File: config.mk
export PLATFORM = sky130hd
export DESIGN_NAME = ccff_chain_loader
export DESIGN_NICKNAME = d
export VERILOG_FILES = /design/src/rtl/ccff_loader_pkg.sv /design/src/rtl/ccff_rb_packer.sv /design/src/rtl/ccff_chain_loader.sv
export SDC_FILE = /design/constraint.sdc
export NUM_CORES = 1
export LEC_CHECK = 0
export CAP_MARGIN = 30
export CORE_ASPECT_RATIO = 1.75
export CORE_UTILIZATION = 40
export DETAILED_ROUTE_END_ITERATION = 10
export PLACE_DENSITY_LB_ADDON = 0.2
export SETUP_SLACK_MARGIN = 0.2
export SLEW_MARGIN = 40
export SYNTH_ARGS = -nofsm -noshare
export SYNTH_HDL_FRONTEND = slang
export SYNTH_HIERARCHICAL = 1
export SYNTH_SLANG_ARGS = --single-unit
File: constraint.sdc
create_clock -name prog_clk -period 1.63 [get_ports prog_clk]
set_clock_uncertainty 0.05 [all_clocks]
set_input_delay 0.489 -clock prog_clk [delete_from_list [all_inputs] [get_ports prog_clk]]
set_output_delay 0.489 -clock prog_clk [all_outputs]
set_load 0.02 [all_outputs]
File: src/rtl/ccff_loader_pkg.sv
// Shared types and helpers for the configuration-chain loader.
// Holds the loader state encoding and the last-word bit-count helper.
package ccff_loader_pkg;

    typedef enum logic [1:0] {
        IDLE  = 2'd0,
        FETCH = 2'd1,
        SHIFT = 2'd2,
        DONE  = 2'd3
    } ld_state_t;

    // Number of bits taken from the final word of a load (a full word when CHAIN_LEN divides evenly).
    function automatic int last_word_bits(input int chain_len, input int word_w);
        int rem;
        rem = chain_len % word_w;
        return (rem == 0) ? word_w : rem;
    endfunction

endpackage

File: src/rtl/ccff_rb_packer.sv
// Serial-to-word packer for chain readback; built only when CCFF_READBACK_EN is defined.
// Collects ccff_tail bits LSB-first and emits a word when full or on the last bit of a load.
`ifdef CCFF_READBACK_EN
module ccff_rb_packer #(
    parameter int WORD_W = 32
) (
    input  logic              prog_clk,
    input  logic              pReset,
    input  logic              sample,
    input  logic              bit_in,
    input  logic              last,
    input  logic              clear,
    output logic [WORD_W-1:0] rb_word,
    output logic              rb_valid
);
    localparam int IW = (WORD_W > 1) ? $clog2(WORD_W) : 1;

    logic [WORD_W-1:0] acc_reg;
    logic [WORD_W-1:0] filled;
    logic [IW-1:0]     cnt_reg;

    always_comb begin
        filled          = acc_reg;
        filled[cnt_reg] = bit_in;
    end

    always_ff @(posedge prog_clk or negedge pReset) begin
        if (!pReset) begin
            acc_reg  <= '0;
            cnt_reg  <= '0;
            rb_word  <= '0;
            rb_valid <= 1'b0;
        end else begin
            rb_valid <= 1'b0;
            if (clear) begin
                acc_reg <= '0;
                cnt_reg <= '0;
            end else if (sample) begin
                if (cnt_reg == IW'(WORD_W - 1) || last) begin
                    rb_word  <= filled;
                    rb_valid <= 1'b1;
                    acc_reg  <= '0;
                    cnt_reg  <= '0;
                end else begin
                    acc_reg <= filled;
                    cnt_reg <= cnt_reg + IW'(1);
                end
            end
        end
    end

endmodule
`endif

File: src/rtl/ccff_chain_loader.sv
// Loads one ccff_head->ccff_tail configuration chain from a word stream, LSB-first, CHAIN_LEN bits.
// Optional chain readback packer is enabled with the CCFF_READBACK_EN macro.
module ccff_chain_loader
    import ccff_loader_pkg::*;
#(
    parameter int WORD_W    = 32,
    parameter int CHAIN_LEN = 56,
    parameter int CNT_W     = $clog2(CHAIN_LEN + 1)
) (
    input  logic              prog_clk,
    input  logic              pReset,
    input  logic              start,
    input  logic              abort,
    input  logic [WORD_W-1:0] cfg_word,
    input  logic              cfg_valid,
    output logic              cfg_ready,
    output logic              ccff_head,
    output logic              ccff_shift_en,
    input  logic              ccff_tail,
`ifdef CCFF_READBACK_EN
    output logic [WORD_W-1:0] rb_word,
    output logic              rb_valid,
`endif
    output logic              busy,
    output logic              done,
    output logic              aborted
);
    localparam int WL_W      = $clog2(WORD_W + 1);
    localparam int LAST_BITS = last_word_bits(CHAIN_LEN, WORD_W);

    ld_state_t         state_reg, state_next;
    logic [WORD_W-1:0] sreg_reg, sreg_next;
    logic [CNT_W-1:0]  bits_left_reg, bits_left_next;
    logic [WL_W-1:0]   word_left_reg, word_left_next;
    logic              aborted_reg, aborted_next;

    always_ff @(posedge prog_clk or negedge pReset) begin
        if (!pReset) begin
            state_reg     <= IDLE;
            sreg_reg      <= '0;
            bits_left_reg <= '0;
            word_left_reg <= '0;
            aborted_reg   <= 1'b0;
        end else begin
            state_reg     <= state_next;
            sreg_reg      <= sreg_next;
            bits_left_reg <= bits_left_next;
            word_left_reg <= word_left_next;
            aborted_reg   <= aborted_next;
        end
    end

    always_comb begin
        state_next     = state_reg;
        sreg_next      = sreg_reg;
        bits_left_next = bits_left_reg;
        word_left_next = word_left_reg;
        aborted_next   = 1'b0;
        case (state_reg)
            IDLE: begin
                bits_left_next = CNT_W'(CHAIN_LEN);
                if (start) state_next = FETCH;
            end
            FETCH: begin
                if (abort) begin
                    state_next   = IDLE;
                    aborted_next = 1'b1;
                end else if (cfg_valid) begin
                    sreg_next = cfg_word;
                    // Only the final fetch sees a remainder this small, so it selects the short word.
                    word_left_next = (bits_left_reg == CNT_W'(LAST_BITS)) ? WL_W'(LAST_BITS)
                                                                          : WL_W'(WORD_W);
                    state_next = SHIFT;
                end
            end
            SHIFT: begin
                if (abort) begin
                    state_next   = IDLE;
                    aborted_next = 1'b1;
                end else begin
                    sreg_next      = sreg_reg >> 1;
                    bits_left_next = bits_left_reg - CNT_W'(1);
                    word_left_next = word_left_reg - WL_W'(1);
                    if (word_left_reg == WL_W'(1))
                        state_next = (bits_left_reg == CNT_W'(1)) ? DONE : FETCH;
                end
            end
            DONE: begin
                state_next   = IDLE;
                aborted_next = abort;
            end
            default: state_next = IDLE;
        endcase
    end

    // Outputs decode registered state only, so reset drops them without waiting for a clock.
    assign cfg_ready     = (state_reg == FETCH);
    assign ccff_shift_en = (state_reg == SHIFT);
    assign ccff_head     = ccff_shift_en & sreg_reg[0];
    assign busy          = (state_reg != IDLE);
    assign done          = (state_reg == DONE);
    assign aborted       = aborted_reg;

`ifdef CCFF_READBACK_EN
    ccff_rb_packer #(
        .WORD_W(WORD_W)
    ) u_rb_packer (
        .prog_clk (prog_clk),
        .pReset   (pReset),
        .sample   (ccff_shift_en & ~abort),
        .bit_in   (ccff_tail),
        .last     (bits_left_reg == CNT_W'(1)),
        .clear    (abort),
        .rb_word  (rb_word),
        .rb_valid (rb_valid)
    );
`else
    logic unused_tail;
    assign unused_tail = ccff_tail;
`endif

endmodule

Yosys cells after proc, flatten, opt, wreduce, memory -nomap -nowiden
Cells that the tools add are included.
- bits in registers: 47
- bits in latches: 0
- memory bits (writable): 0
- bits in read-only memories: 0
- bits of input ports: 38
- output and inout port bits: 6
- word-level logic and storage cells: 48
- memories kept: 0
- add/sub/neg operators: 2
- multiply operators: 0
- divide/modulo/power cells: 0
- magnitude comparators: 0
- eq/ne operators: 12
- shifts and indexed selects: 0
- multiplexer cells: 20
- bitwise gates (word level): 1
- reductions and logical operators: 8
- operator list (cell ; number):
    2-to-1 mux 32 bit ; 3
    case mux 32 bit (2 select lines) ; 1
    2-to-1 mux 6 bit ; 5
    case mux 6 bit (2 select lines) ; 2
    equality test 6 x 1 -> 1 bit (second input constant) ; 2
    2-to-1 mux 2 bit ; 6
    subtractor 6 x 1 -> 6 bit (second input constant) ; 2
    != test 2 bit (second input constant) ; 4
    case mux 2 bit (4 select lines) ; 1
    equality test 6 x 5 -> 1 bit (second input constant) ; 1
    nonzero test 2 bit ; 3
    equality test 2 bit (second input constant) ; 2
    AND reduction 4 bit ; 1
    != test 3 x 2 -> 1 bit (second input constant) ; 1
    != test 3 bit (second input constant) ; 1
    AND reduction 3 bit ; 1
    equality test 2 x 1 -> 1 bit (second input constant) ; 1
    logical NOT 2 bit ; 1
    case mux 1 bit (2 select lines) ; 1
    AND reduction 2 bit ; 1
    OR reduction 2 bit ; 1
    AND 1 bit ; 1
    2-to-1 mux 1 bit ; 1

Logic depth before layout (Yosys ltp)
- word-level depth: 5
- depth in mapped cells: 7
- mapped depth without buffers: 6

Worst setup path before layout
OpenSTA, ideal clock, no wires.
- path type: flip-flop to output port
- start: reg state_reg[0]
- end: out ccff_head
- arrival time: 1.247 ns
- required time: 1.091 ns
- path slack: -0.156 ns
- stages on the path, launching flop included: 7
- path buffers: 3
- cells stage by stage: dfrtp_1 buf_6 nand2b_4 inv_4 buf_8 buf_8 and2_1
- longest elaborated chain between the ends: 2
- ends and longest elaborated chain (element ; line ; text):
    start: declaration ; ccff_chain_loader.sv:31 ; ld_state_t state_reg, state_next;
    start signal: assignment ; ccff_chain_loader.sv:45 ; state_reg <= state_next;
    equality test 2 bit ; ccff_chain_loader.sv:98 ; assign ccff_shift_en = (state_reg == SHIFT);
    named net ccff_shift_en ; ccff_chain_loader.sv:18 ; output logic ccff_shift_en,
    AND 1 bit ; ccff_chain_loader.sv:99 ; assign ccff_head = ccff_shift_en & sreg_reg[0];
    end: declaration ; ccff_chain_loader.sv:17 ; output logic ccff_head,
The timed path passes the listed nets, and every way through them passes these cells.

Worst setup path in the final report
- start: reg state_reg[0]
- end: out ccff_head
- longest elaborated chain between the ends: 2
- ends and longest elaborated chain (element ; line):
    equality test 2 bit ; ccff_chain_loader.sv:98
    AND 1 bit ; ccff_chain_loader.sv:99
Every way passes these cells.

==> out/qor.yml <==
run_status:
  status: "complete, but fails checks"
  violations: "setup timing"
setup_path:
  crit_path_start_kind: "register"
  cp_num_buf_inv: 2
  critical_path_class: "register to output port"
  max_stage_delay_ns: 0.43
  timing.rr.start: "state_reg[1]"
  r2r_end: "sreg_reg[11]"
  slowest_stage: "dfrtp_1"
  cp.depth: 4
  ff2ff_setup_slack_ns: -0.06
  reg2reg_depth: 7
  endpoint_kind: "output port"
  arrival_ns: 1.20
  path_cells: "nand2b_4, inv_4, and2_4, buf_6"
  path_max_fanout: 5
  path_delay_family: "flip-flops"
  worstPathRequired_ns: 1.09
die:
  fp.dieArea_um2: 6300
  floorplan.initialDensity_pct: 42.1
  ios: 44
  core_area_um2: 5680
  die_h_um: 104
  num_rows: 36
  die_w_um: 60.4
drt:
  detail-route-antenna-nets: 0
  drt_iter0_drc: 38
  wl_per_cell_um: 15.9
  drt_pass1_iterations: 5
  drc: 0
  totalWireLength_um: 6180
  num_vias: 1989
  vias_per_cell: 5.11
yosys:
  synth_top_area_share_pct: 49.2
  synth_cells: 235
  yosysWarnings: 6
  ys_ff_latch: 47
  synth_area_leaders: "dfrtp_1, mux2i_1, nand2_1"
  seq_area_frac_synth_pct: 49.2
  ys_types: 38
  yosys.area.top_type: "dfrtp_1"
  syn_area_um2: 2390
  ys.flop_type: "dfrtp_1"
  synthArstFlopShare_pct: 100
  avgSynthCellArea_um2: 10.2
  syn_nets: 277
  synth_edf_count: 0
timing:
  holdWs_ns: 0.0314
  setup_viol: 36
  fmax_mhz: 576
  rsz0062_at_grt: "true"
  setup_tns_ns: -1.55
  worst_slack_ns: -0.106
  relSlewSlack_pct: 74.7
  hold_viol_final: 0
  tightest_slew_ns: 0.380
  min_period_over_period_pct: 107
  drv_slew: 0
  fin_crit_ns: 1.74
placed_design:
  io_buffers: 42
  place_inst: 357
  place_area_um2: 2950
  dpl.hpwl_um: 3350
  dpl_worst_slack_ns: -0.329
  place.gp.congestion: 0.753
finish:
  nNetsFinal: 354
  antenna_cells: 0
  regArea_um2: 1180
  largest_reg_flops: 32
  fillers: 445
  instances_no_fill: 389
  fin_util_pct: 67.0
  multi_input_area_um2: 1410
  fin_area_um2: 3800
  drive_gt1_share_pct: 42.5
  syn_to_final_growth_pct: 59.1
power:
  p_leak_nw: 1.58
  power_density_nw_per_um2: 1180
  p_total_mw: 4.49
  vdd_drop_max_uv: 748
clock_network:
  clk_latency_ns: 0.31
  tritoncts: "done"
  cts_hold_buf: 0
  clkTransAtPathRegs_ns: 0.09
  cts-htree-levels: 2
  cts_buffers: 5
  clockBufferDepth: 2
  root_buffer: "clkbuf_8"
  clock_sinks: 47
global_route:
  grt_max_degree: 20
  grt_pass1_vias: 2034
  grt.total_usage_pct: 19.4
  grt-ovfl-total: 0
  grt_pass1_wl_um: 9190
  grt_antenna_before_repair: 0
job:
  cap_violations: 0
worst_hold_path:
  hold_path.class: "input port to asynchronous set/reset pin"
==> area by class of cell <==
| class | count | share of cell area [%] |
|---|---|---|
| Multi-Input combinational cell | 166 | 37.1 |
| Sequential cell | 47 | 31.0 |
| Timing Repair Buffer | 85 | 26.3 |
| Tap cell | 76 | 2.50 |
| Clock buffer | 5 | 1.81 |
| Inverter | 7 | 0.757 |
| Clock inverter | 3 | 0.625 |
==> synthesized netlist by cell type, types with 2 or more instances <==
cell type  number
clkbuf_1        2
nand2b_1        3
and2_1          3
buf_8           2
o21ai_1        21
a21o_1          2
buf_6           4
o21ai_0        24
a21oi_1         6
nor2_1          7
or3_1           2
inv_1           6
dfrtp_1        47
nor3_1          3
buf_2           6
xnor2_1         2
mux2i_1        31
a31oi_1         2
ha_1            4
nand3b_1        2
nand2_1        39
==> how the worst max path moves through the flow <==
stage            startpoint                to
6_report       state_reg[0]         ccff_head
5_1_grt        state_reg[0]         ccff_head
4_1_cts        state_reg[0]         ccff_head
3_5_place_dp          abort  word_left_reg[2]
3_3_place_gp          abort  word_left_reg[2]
2_1_floorplan  state_reg[0]         ccff_head
==> logic make-up (layout without fill, tap and decap cells) <==
kind of cell               count (synthesis)  after routing  synth area share (%)
DFF                                       47             47                  49.2
xor gates and xnor gates                   2              2                 0.733
and+or+nand+nor                           65             65                  13.5
muxes                                     31             31                  13.0
adders and majority gates                  4              4                  2.09
AOI/OAI and AO/OA                         63             64                  14.5
buffers and inverters                     23            100                  7.07
==> power breakdown <==
| part | internal [mW] | switching (mW) | total, mW | leakage [nW] |
|---|---|---|---|---|
| clock network | 0.307 | 0.423 | 0.731 | 0.0408 |
| logic | 0.966 | 0.774 | 1.74 | 0.960 |
| registers | 1.60 | 0.423 | 2.02 | 0.582 |
==> routing by layer <==
metal | vias up | wire length (um) | GRT usage [%]
li1 | 970 | - | -
met1 | 970 | 2310 | 21.1
met2 | 37 | 3580 | 35.1
met3 | 12 | 173 | 3.86
met4 | 0 | 118 | 6.98
met5 | - | 0 | 0
==> timing repair <==
| item | 4_1_cts | 5_1_grt |
|---|---|---|
| endpoints found under the hold margin | 0 | 0 |
| pin swaps | 38 | 26 |
| cloned | 7 | 1 |
| resized for setup | 113 | 48 |
| endpoints found under the setup margin | 50 | 48 |
| buffers inserted | 14 | 2 |
==> layout by cell type (no fill, tap or decap), types with 3 or more instances in the layout <==
cell             count
nand2b_4             3
o21ai_1             16
buf_12               8
o21ai_0              4
nand2_2             14
o21ai_2             24
inv_1                4
nor2_1               6
nand2_1             11
mux2i_1             31
buf_2                3
buf_6               12
buf_16               6
dfrtp_1             46
clkdlybuf4s50_1     33
nor3_1               3
a21oi_1              5
nand2_4             14
nor4_4               3
clkbuf_8             5
a21o_4               3
buf_4               20
(Power assumes the default switching activity.)
